[src/rtl/wb_dma_req_pkg.sv]
// Shared types and defaults for the DMA request controller slice.
package wb_dma_req_pkg;

  typedef enum logic [1:0] {IDLE, REQ, HOLD} req_state_e;

  localparam int CNT_W_DEF = 8;

endpackage

[src/rtl/wb_dma_req_ch.sv]
// One DMA request channel: credit counter, EOF/overflow flags and the
// level-request FSM with a one-cycle re-arm gap after every ack.
module wb_dma_req_ch
  import wb_dma_req_pkg::*;
#(
  parameter int cnt_w = CNT_W_DEF
) (
  input  logic clk,
  input  logic rst_n,
  input  logic src_rdy_i,
  input  logic src_eof_i,
  input  logic abort_i,
  input  logic ovf_clr_i,
  input  logic dma_ack_i,
  output logic dma_req_o,
  output logic dma_nd_o,
  output logic dma_rest_o,
  output logic ovf_o
);

  localparam logic [cnt_w-1:0] CNT_MAX = '1;

  req_state_e       state;
  logic [cnt_w-1:0] cnt;
  logic [cnt_w-1:0] cnt_next;
  logic             eofp;
  logic             ack_v;
  logic             ovf_set;
  logic             nd_fire;

  // Acks only count while the request is being presented.
  always_comb begin
    ack_v    = dma_ack_i && (state == REQ);
    cnt_next = cnt;
    ovf_set  = 1'b0;
    if (src_rdy_i && !ack_v) begin
      if (cnt == CNT_MAX) ovf_set = 1'b1;
      else                cnt_next = cnt + 1'b1;
    end else if (ack_v && !src_rdy_i) begin
      cnt_next = cnt - 1'b1;
    end
    nd_fire = ack_v && eofp && (cnt_next == '0);
  end

  always_ff @(posedge clk) begin
    if (!rst_n) begin
      state      <= IDLE;
      cnt        <= '0;
      eofp       <= 1'b0;
      ovf_o      <= 1'b0;
      dma_req_o  <= 1'b0;
      dma_nd_o   <= 1'b0;
      dma_rest_o <= 1'b0;
    end else begin
      // Abort discards rdy, so it can never raise a new overflow.
      ovf_o <= (ovf_set && !abort_i) || (ovf_o && !ovf_clr_i);
      if (abort_i) begin
        state      <= IDLE;
        cnt        <= '0;
        eofp       <= 1'b0;
        dma_req_o  <= 1'b0;
        dma_nd_o   <= 1'b0;
        dma_rest_o <= 1'b1;
      end else begin
        cnt        <= cnt_next;
        eofp       <= (eofp && !nd_fire) || (src_rdy_i && src_eof_i);
        dma_nd_o   <= nd_fire;
        dma_rest_o <= 1'b0;
        case (state)
          IDLE: begin
            if (cnt_next != '0) begin
              state     <= REQ;
              dma_req_o <= 1'b1;
            end
          end
          REQ: begin
            if (ack_v) begin
              state     <= HOLD;
              dma_req_o <= 1'b0;
            end
          end
          HOLD: begin
            if (cnt_next != '0) begin
              state     <= REQ;
              dma_req_o <= 1'b1;
            end else begin
              state     <= IDLE;
              dma_req_o <= 1'b0;
            end
          end
          default: begin
            state     <= IDLE;
            dma_req_o <= 1'b0;
          end
        endcase
      end
    end
  end

endmodule

[src/rtl/wb_dma_req_ctrl.sv]
// Peripheral-side DMA request controller: independent per-channel request
// engines plus a registered overflow interrupt.
module wb_dma_req_ctrl
  import wb_dma_req_pkg::*;
#(
  parameter int ch_count = 31,
  parameter int cnt_w    = CNT_W_DEF
) (
  input  logic                clk,
  input  logic                rst_n,
  input  logic [ch_count-1:0] src_rdy_i,
  input  logic [ch_count-1:0] src_eof_i,
  input  logic [ch_count-1:0] abort_i,
  input  logic [ch_count-1:0] ovf_clr_i,
  input  logic [ch_count-1:0] dma_ack_i,
  output logic [ch_count-1:0] dma_req_o,
  output logic [ch_count-1:0] dma_nd_o,
  output logic [ch_count-1:0] dma_rest_o,
  output logic [ch_count-1:0] ovf_o,
  output logic                irq_o
);

  for (genvar c = 0; c < ch_count; c++) begin : g_ch
    wb_dma_req_ch #(.cnt_w(cnt_w)) u_ch (
      .clk        (clk),
      .rst_n      (rst_n),
      .src_rdy_i  (src_rdy_i[c]),
      .src_eof_i  (src_eof_i[c]),
      .abort_i    (abort_i[c]),
      .ovf_clr_i  (ovf_clr_i[c]),
      .dma_ack_i  (dma_ack_i[c]),
      .dma_req_o  (dma_req_o[c]),
      .dma_nd_o   (dma_nd_o[c]),
      .dma_rest_o (dma_rest_o[c]),
      .ovf_o      (ovf_o[c])
    );
  end

  always_ff @(posedge clk) begin
    if (!rst_n) irq_o <= 1'b0;
    else        irq_o <= |ovf_o;
  end

endmodule

[config.mk]
export PLATFORM = sky130hd
export DESIGN_NAME = wb_dma_req_ctrl
export DESIGN_NICKNAME = d
export VERILOG_FILES = /design/src/rtl/wb_dma_req_pkg.sv /design/src/rtl/wb_dma_req_ch.sv /design/src/rtl/wb_dma_req_ctrl.sv
export SDC_FILE = /design/constraint.sdc
export NUM_CORES = 1
export LEC_CHECK = 0
export ABC_AREA = 1
export CAP_MARGIN = 20
export CORE_MARGIN = 2
export CORE_UTILIZATION = 40
export DETAILED_ROUTE_END_ITERATION = 16
export GPL_TIMING_DRIVEN = 0
export SYNTH_ARGS = -nofsm -noshare
export SYNTH_HDL_FRONTEND = slang
export SYNTH_HIERARCHICAL = 1
export SYNTH_SLANG_ARGS = --single-unit
[constraint.sdc]
create_clock -name clk -period 1.55 [get_ports clk]
set_input_delay 0.31 -clock clk [delete_from_list [all_inputs] [get_ports clk]]
set_output_delay 0.31 -clock clk [all_outputs]
set_load 0.005 [all_outputs]
After elaboration in Yosys (flattened, before gate mapping)
Cells that the tools add are included.
- flip-flop bits (word level): 466
- latch bits: 0
- RAM bits: 0
- memory bits (read-only): 0
- bits of input ports: 157
- output and inout port bits: 125
- word-level logic and storage cells: 1522
- memories kept: 0
- add/subtract/negate cells: 62
- multipliers: 0
- div/mod/pow operators: 0
- magnitude comparators: 0
- equal/unequal tests: 155
- shift operators: 0
- muxes and demuxes: 434
- bitwise operators: 1
- reductions and logical operators: 652
- operator list (operator ; count):
    8-bit two-way mux ; 93
    1-bit logical AND ; 279
    8-bit by 1-bit adder with 8-bit output (second input constant) ; 31
    8-bit equality test (second input constant) ; 31
    8-bit zero test ; 31
    8-bit nonzero test ; 31
    8-bit by 1-bit subtractor with 8-bit output (second input constant) ; 31
    1-bit two-way mux ; 217
    2-bit one-hot mux with 3 select lines ; 31
    1-bit zero test ; 155
    2-bit two-way mux ; 62
    2-bit by 1-bit != test with 1-bit output (second input constant) ; 62
    1-bit one-hot mux with 3 select lines ; 31
    2-bit by 1-bit equality test with 1-bit output (second input constant) ; 31
    2-bit equality test (second input constant) ; 31
    2-bit zero test ; 31
    1-bit logical OR ; 62
    2-bit AND reduction ; 31
    2-bit OR reduction ; 31
    31-bit OR reduction ; 1
    1-bit inverter ; 1

Depth between registers and ports, before layout
Gate-level depths: netlist (run 1).
- depth after elaboration: 10
- depth in mapped cells: 14
- mapped depth without buffers: 14

Cells and area by module
Netlist (run 1), hierarchy kept.
- by module, submodules not included (module ; times used ; cells an instance ; area each (um2)):
    wb_dma_req_ch (g_ch[0].u_ch ...) ; 22 ; 152 ; 1007.2
    wb_dma_req_ch (g_ch[2].u_ch ...) ; 7 ; 152 ; 992.2
    wb_dma_req_ch (g_ch[29].u_ch ...) ; 2 ; 160 ; 1043.5
    wb_dma_req_ctrl ; 1 ; 34 ; 143.9

Worst setup path after synthesis (run 1)
No wires, ideal clock.
- kind: register -> register
- start: register g_ch[29].u_ch.cnt[0]
- end: register g_ch[29].u_ch.eofp
- setup time: 0.131 ns
- arrival time: 1.499 ns
- required time: 1.419 ns
- path slack: -0.080 ns
- stages on the path, launching flop included: 15
- buffers on the path: 0
- period minus slack after synthesis: 1.630 ns
- path through: dfxtp_1 -> ha_1 -> nand2_1 -> nor2_2 -> nand2_4 -> nand3_2 -> nand2_1 -> nand2_1 -> nand2_1 -> inv_2 -> nand2_2 -> nor2_4 -> nand3_1 -> nand2_1 -> a21oi_2
- word-level cells in the longest chain between the ends: 8
- ends and longest elaborated chain (item ; RTL line ; text):
    start: declaration ; wb_dma_req_ch.sv:24 ; logic [cnt_w-1:0] cnt;
    start signal: assignment ; wb_dma_req_ch.sv:65 ; cnt <= cnt_next;
    8-bit by 1-bit subtractor with 8-bit output (tied with other cells) ; wb_dma_req_ch.sv:40 ; cnt_next = cnt - 1'b1;
    8-bit two-way mux, on equally long branches ; wb_dma_req_ch.sv:39, wb_dma_req_ch.sv:37 ;
    8-bit two-way mux (*) ; wb_dma_req_ch.sv:36 ; if (src_rdy_i && !ack_v) begin
    8-bit zero test (*) ; wb_dma_req_ch.sv:42 ; nd_fire = ack_v && eofp && (cnt_next == '0);
    1-bit logical AND (*) ; wb_dma_req_ch.sv:42 ;
    1-bit zero test (*) ; wb_dma_req_ch.sv:66 ; eofp <= (eofp && !nd_fire) || (src_rdy_i && src_eof_i);
    1-bit logical AND (*) ; wb_dma_req_ch.sv:66 ;
    1-bit logical OR (*) ; wb_dma_req_ch.sv:66 ;
    end signal: assignment ; wb_dma_req_ch.sv:66 ;
    end: declaration ; wb_dma_req_ch.sv:26 ; logic eofp;
Mark *: on every way between the ends. The rest lies on a longest branch, timed or not.
A chain may end at the register's enable or synchronous reset.

Final worst setup path (run 1)
- start: register g_ch[5].u_ch.cnt[1]
- end: register g_ch[5].u_ch.eofp
- word-level cells in the longest chain between the ends: 8
- ends and longest elaborated chain (item ; RTL line):
    start: declaration ; wb_dma_req_ch.sv:24
    start signal: assignment ; wb_dma_req_ch.sv:65
    8-bit by 1-bit subtractor with 8-bit output (tied with other cells) ; wb_dma_req_ch.sv:40
    8-bit two-way mux, on equally long branches ; wb_dma_req_ch.sv:39, wb_dma_req_ch.sv:37
    8-bit two-way mux (*) ; wb_dma_req_ch.sv:36
    8-bit zero test (*) ; wb_dma_req_ch.sv:42
    1-bit logical AND (*) ; wb_dma_req_ch.sv:42
    1-bit zero test (*) ; wb_dma_req_ch.sv:66
    1-bit logical AND (*) ; wb_dma_req_ch.sv:66
    1-bit logical OR (*) ; wb_dma_req_ch.sv:66
    end signal: assignment ; wb_dma_req_ch.sv:66
    end: declaration ; wb_dma_req_ch.sv:26
Marks and branches as above.

==> results.yml, run 1 <==
synthesis:
  synth_area_mm2: 0.03134
  synth-simple-area-share_pct: 50.77
  yosysMostFrequentCell: "nand2_1"
  postSynthAreaPerCell_um2: 6.580
  synth_cells: 4762
  ys_ff_latch: 466
  synth_top_family_by_area: "simple AND/OR/NAND/NOR gates"
  synthTopCellsByCount: "1322 x nand2_1, 742 x nand3_1, 509 x inv_1"
  netlist.top_cell.by_area: "dfxtp_1"
  synth-edff-count: 0
  synth-xor-area-share_pct: 2.260
  synth_mux_area_share_pct: 0
  ys_async_sr_fraction_pct: 0
  synth_top_area_share_pct: 29.77
  synth_fa_ha_area_share_pct: 2.476
  synth-compound-area-share_pct: 6.173
  ys.flop_type: "dfxtp_1"
  yosysSeqAreaShare_pct: 29.77
  synth_cell_types: 30
  yosys_warnings: 6
  synth_fp_nets: 4981
  synth_area_leaders: "dfxtp_1 30%, nand2_1 16%, nand3_1 12%"
worst_setup_path:
  timing.rr.start: "g_ch[5].u_ch/cnt[1]"
  cp_num_buf_inv: 2
  start_kind: "flop"
  crit_path_max_incr_delay_ps: 380
  path_cells: "ha_4 -> inv_2 -> nor2_4 -> nand2_4 -> buf_6 -> nand3_2 -> nand2_1 -> nand2_2 -> nand2_2 -> nor3_4 -> nand3_1 -> nand2_1 -> a21oi_2"
  crit_start: "g_ch[5].u_ch/cnt[1]"
  crit_cells: 13
  cp-end-kind: "flop"
  cp_data_required_time_ps: 2020
  regToRegSetupSlack_ps: -240
  r2r_cells: 13
  path_class: "flop to flop"
  critPathCapture: "g_ch[5].u_ch/eofp"
  critPathArrivalTime_ps: 2260
  cpLargestDelayFamily: "simple AND/OR/NAND/NOR gates"
  timing.rr.end: "g_ch[5].u_ch/eofp"
  slowest_stage: "dfxtp_4"
  crit_fanout: 8
clock_network:
  clk_pin_slew_ps: 60
  postCtsHoldBufs: 0
  cts_tree: "done"
  cts-root-buf: "clkbuf_16"
  cts_made_buffers: 57
  cts.sinks: 466
  cts_buffer_depth: 3
  cts.htree.levels: 2
  worstSkewPairLatency_ps: 610
placed_design:
  dp_slack_ps: -769.0
  port_buffers: 281
  postPlaceCellArea_mm2: 0.03572
  hpwl_um: 60090
  gp_congestion: 0.8672
timing:
  rsz0062_at_grt: "true"
  hold_viol: 0
  setup_violations: 124
  holdWs_ps: 119.9
  period_needed_ps: 1786
  worst_pin_slew_ps: 710.2
  clock_skew_ps: 22.83
  setup_ws_ps: -236.2
  relSlewSlack_pct: 52.66
  fmax_mhz: 559.8
  drv_slew: 0
  fin_crit_sh_pct: 115.2
run:
  cap_violations: 0
detailed_routing:
  drc: 0
  vias: 32395
  finalWirelength_um: 89610
  final_antenna_net_count: 0
  viasPerCell: 4.928
  wire_per_inst_um: 13.63
  drt-initial-drc-count: 1679
  dr.pass1.iters: 6
global_route:
  grt_pass1_vias: 30345
  grt_max_degree: 52
  grt.total_usage_pct: 20.79
  grt_pass1_wl_um: 144000
  overflow: 0
  antenna_found_initial: 4
hold_path:
  hold_class: "input pin to flop"
outcome:
  status: "finished, violations left"
  violations: "negative setup slack"
cells_and_area:
  stdcell_area_mm2: 0.04430
  drive_gt1_share_pct: 37.83
  nets: 5704
  syn_to_final_growth_pct: 41.38
  n_fill_cell: 7243
floorplanning:
  initial_utilization_pct: 40.45
  io_pins: 282
  dieWidth_um: 283.9
  core_area_mm2: 0.07747
  die_h_um: 283.9
  fp.dieArea_mm2: 0.08059
  num_rows: 102
power_and_ir_drop:
  cellPowerDensity_mw_per_mm2: 744.7
  cellLeakagePower_nw: 19.50
  peakVddDrop_mv: 0.7493
[flip-flops by register name, summed over array words and instances (netlist names)]
name / count
g_ch.u_ch/cnt: 248
g_ch.u_ch/state: 62
g_ch.u_ch/dma_nd_o: 31
g_ch.u_ch/dma_req_o: 31
g_ch.u_ch/dma_rest_o: 31
g_ch.u_ch/eofp: 31
g_ch.u_ch/ovf_o: 31
irq_o: 1
[cell type report]
class                      instances  area (um2)  area share [%]
tap                             1040        1301           2.937
multi-input combinational       3639       22580           50.96
buffer                            63       457.9           1.034
sequential                       466        9811           22.15
timing repair buffer             659        5747           12.97
antenna                            4       10.01         0.02259
inverter                         599        2419           5.459
clock inverter                    17       247.7          0.5592
clock buffer                      87        1732           3.909
[worst min-delay path by stage]
stage	from	end	slack, ps	cells past startpoint
after floorplan	abort_i[0]	g_ch[0].u_ch/dma_rest_o	400	2
after global placement	g_ch[29].u_ch/eofp	g_ch[29].u_ch/dma_nd_o	430	2
after detailed placement	g_ch[25].u_ch/eofp	g_ch[25].u_ch/dma_nd_o	430	2
after CTS	rst_n	g_ch[9].u_ch/dma_rest_o	180	3
after global routing	rst_n	g_ch[30].u_ch/dma_rest_o	110	3
final	rst_n	g_ch[30].u_ch/dma_rest_o	120	3
[worst register-to-register path, delay by kind of cell, from the launching register on]
family / cells / cell delay [ps]
simple gates: 9 / 900
compound gates: 1 / 50
flops: 1 / 380
fa+ha+maj: 1 / 150
buf+inv: 2 / 190
[cell usage in the layout (no fill, tap or decap), types with 89 or more instances in the layout]
master,synthesis,routed
nand3_2,35,177
inv_2,88,127
nand3b_1,89,89
nor2_1,430,309
a21oi_1,273,214
nor2_4,135,198
dfxtp_2,0,112
dfxtp_1,466,263
nand2_1,1322,1120
nor2_2,37,101
clkdlybuf4s50_1,0,155
inv_1,509,404
buf_4,2,324
nand2_2,238,425
nand3_1,742,580
dfxtp_4,0,91
[what timing repair did]
action | 4_1_cts | 5_1_grt
gates cloned | 5 | 1
setup endpoints to repair | 250 | 176
setup buffers | 260 | 160
pin swaps | 394 | 380
gates resized for setup | 876 | 535
[cells by family (layout without fill, tap and decap cells)]
| family | count (synthesis) | in the layout |
|---|---|---|
| XOR/XNOR | 62 | 62 |
| flip-flops | 466 | 466 |
| AND/OR/NAND/NOR | 3141 | 3147 |
| buffers and inverters | 663 | 1425 |
| adder cells (fa/ha/maj) | 62 | 62 |
| other | 0 | 4 |
| AO/OA/AOI/OAI | 368 | 368 |
[through the flow]
step	TNS (ps)	total power [W]	util, %	std cells
finish	-17970	0.03299	57.19	6574
global route	-32270	0.03460	57.18	6573
CTS	-13550	0.03269	53.71	6453
detailed placement	-157940	0.01770	46.12	6084
global placement	-1578160	0.01771	46.08	6083
floorplan	0	0.01612	-	4762
[layer usage]
metal	global-route usage (%)	part of all wire, %
met4	6.058	2.4
met5	0	0
met1	27.27	45
met3	3.167	4.4
met2	35.17	48
[where the power goes]
part	switching, W	total, W	leakage, nW	internal [W]
clock	0.00543	0.0141	0.972	0.00864
combinational	0.00354	0.00622	14.6	0.00267
sequential	0.000412	0.0127	3.90	0.0123
total	0.00939	0.0330	19.5	0.0236
Power figures use the tool's default switching activity.
==> run 2, diff against run 1 <==
--- a/config.mk
+++ b/config.mk
@@ -6,7 +6,7 @@
 export NUM_CORES = 1
 export LEC_CHECK = 0
 export ABC_AREA = 1
-export CAP_MARGIN = 20
+export CORE_ASPECT_RATIO = 1.5
 export CORE_MARGIN = 2
 export CORE_UTILIZATION = 40
 export DETAILED_ROUTE_END_ITERATION = 16
==> run 2 against run 1 <==
Compared with the run above:
- critical endpoint is now g_ch[13].u_ch/dma_req_o
- worst hold slack worse by 20 ps
- global-route usage up 0.74 points
- the run still ends with negative setup slack left
- core utilization is 0.37 points lower
- non-clock buffer count grew 5
- cell count is 0.38% lower
- critical path type unchanged
- sequential power about the same
- clock power decreased by 4%
- sequential cell count did not move
- highest routed layer is now met5
- setup slack better by 2.6 ps
==> results.yml, run 2 (synthesis gave the netlist of run 1 again) <==
outcome:
  violations: "negative setup slack"
  status: "finished, violations left"
detailed_routing:
  wire_per_inst_um: 14.03
  drc: 0
  finalWirelength_um: 91890
  viasPerCell: 5.026
  drt-initial-drc-count: 1432
  final_antenna_net_count: 0
  vias: 32912
  dr.pass1.iters: 6
worst_setup_path:
  cp-end-kind: "flop"
  slowest_stage: "dfxtp_1"
  crit_fanout: 8
  cp_data_required_time_ps: 2040
  path_class: "flop to flop"
  path_cells: "nand2_1 -> nor2_4 -> nand2_4 -> nand2_2 -> nand2_2 -> xor2_2 -> nand2_1 -> nor2_4 -> nand2_2 -> nand2_2 -> a21oi_1"
  start_kind: "flop"
  crit_top_cell: "nand2_2"
  crit_path_max_incr_delay_ps: 430
  critPathArrivalTime_ps: 2280
placed_design:
  gp_congestion: 0.8743
  dp_slack_ps: -798.9
  dp_cells: 6060
  port_buffers: 281
  hpwl_um: 62620
clock_network:
  cts_tree: "done"
  cts.htree.levels: 2
  cts-root-buf: "clkbuf_16"
  cts.sinks: 466
  worstSkewPairLatency_ps: 640
  cts_buffer_depth: 3
  clk_pin_slew_ps: 60
  cts_made_buffers: 54
  postCtsHoldBufs: 0
timing:
  fin_crit_sh_pct: 115.1
  drv_slew: 0
  worst_pin_slew_ps: 689.3
  clock_skew_ps: 17.19
  holdWs_ps: 100.1
  setup_ws_ps: -233.7
  period_needed_ps: 1784
  relSlewSlack_pct: 54.05
  tns_ps: -18290
  hold_viol: 0
  setup_violations: 123
  rsz0062_at_grt: "true"
  fmax_mhz: 560.6
cells_and_area:
  layout_common_cells: "1136 x nand2_1, 576 x nand3_1, 412 x nand2_2, 402 x inv_1, 340 x buf_4"
  layout_commonest_cell: "nand2_1"
  final_cells: 6549
  reg_top3: "g_ch.u_ch/cnt (248), g_ch.u_ch/state (62)"
  nets: 5709
  regMostFlops: "g_ch.u_ch/cnt"
  syn_to_final_growth_pct: 40.65
  largest_reg_flops: 248
  drive_gt1_share_pct: 37.87
floorplanning:
  num_rows: 125
  dieWidth_um: 232.5
  io_pins: 282
  fp.dieArea_mm2: 0.08064
  core_area_mm2: 0.07757
  die_h_um: 346.8
  initial_utilization_pct: 40.39
hold_path:
  hold_class: "input pin to flop"
run:
  cap_violations: 0
power_and_ir_drop:
  peakVddDrop_mv: 0.7821
  cellPowerDensity_mw_per_mm2: 736.9
  cellLeakagePower_nw: 19.41
global_route:
  grt_pass1_wl_um: 146700
  grt_pass1_vias: 31929
  antenna_found_initial: 7
  grt.total_usage_pct: 21.53
  grt_max_degree: 68
  overflow: 0
==> run 2: cell count changes in the layout (fill, tap and decap cells not counted), moves of 5 or more <==
cell,before,now
dlygate4sd2_1,76,56
inv_2,127,137
nor2_4,198,204
nand2_1,1120,1136
buf_6,82,75
inv_4,68,59
clkdlybuf4s15_1,25,33
nand2_2,425,412
clkbuf_8,15,10
buf_4,324,340
clkbuf_2,4,15
==> run 2: per-layer routing <==
layer | wire length [um] | up-vias | track usage, %
met1 | 36470 | 15348 | 23.65
li1 | - | 16697 | -
met5 | 39 | - | 0
met3 | 3398 | 209 | 3.269
met2 | 48920 | 652 | 41.11
met4 | 3060 | 6 | 7.669
==> run 2: through the flow <==
stage | power, W | utilization [%] | area (um2)
after floorplan | 0.01612 | - | 31590
after global placement | 0.01773 | 45.98 | 35670
after detailed placement | 0.01773 | 46.01 | 35690
after CTS | 0.03226 | 53.41 | 41430
after global routing | 0.03406 | 56.81 | 44070
final | 0.03248 | 56.81 | 44070
==> run 2: critical path: cells and delay by family (launching register included) <==
kind | cells | cell delay (ps)
DFF | 1 | 430
AOI/OAI and AO/OA | 1 | 60
xor gates and xnor gates | 1 | 160
and+or+nand+nor | 9 | 970
==> run 2: power by group <==
| part | switching, W | internal [W] |
|---|---|---|
| Combinational | 0.00355 | 0.00265 |
| Clock | 0.00542 | 0.00814 |
| Sequential | 0.000411 | 0.0123 |
==> run 2: final timing paths <==
kind	startpoint	end	slack, ps	cells after the start
min	rst_n	g_ch[13].u_ch/dma_rest_o	100	3
max	g_ch[13].u_ch/cnt[7]	g_ch[13].u_ch/dma_req_o	-230	11
min reg2reg	g_ch[12].u_ch/eofp	g_ch[12].u_ch/dma_nd_o	430	2
max reg2reg	g_ch[13].u_ch/cnt[7]	g_ch[13].u_ch/dma_req_o	-230	11
==> run 2: final cells by class <==
type                    count  area, um2
diodes                      1      2.502
plain buffers              64      465.4
clock buffers              80       1613
clock inverters            18      245.2
fillers                  7386      33500
inverters                 599       2401
multi-input cells        3642      22590
flip-flops and latches    466       9799
well taps                1016       1271
repair buffers            663       5684
==> run 2: repair_timing <==
action | in CTS | in global routing
pin swaps | 387 | 379
setup buffers | 279 | 142
cloned | 8 | 1
endpoints found under the setup margin | 249 | 175
gates resized for setup | 842 | 577
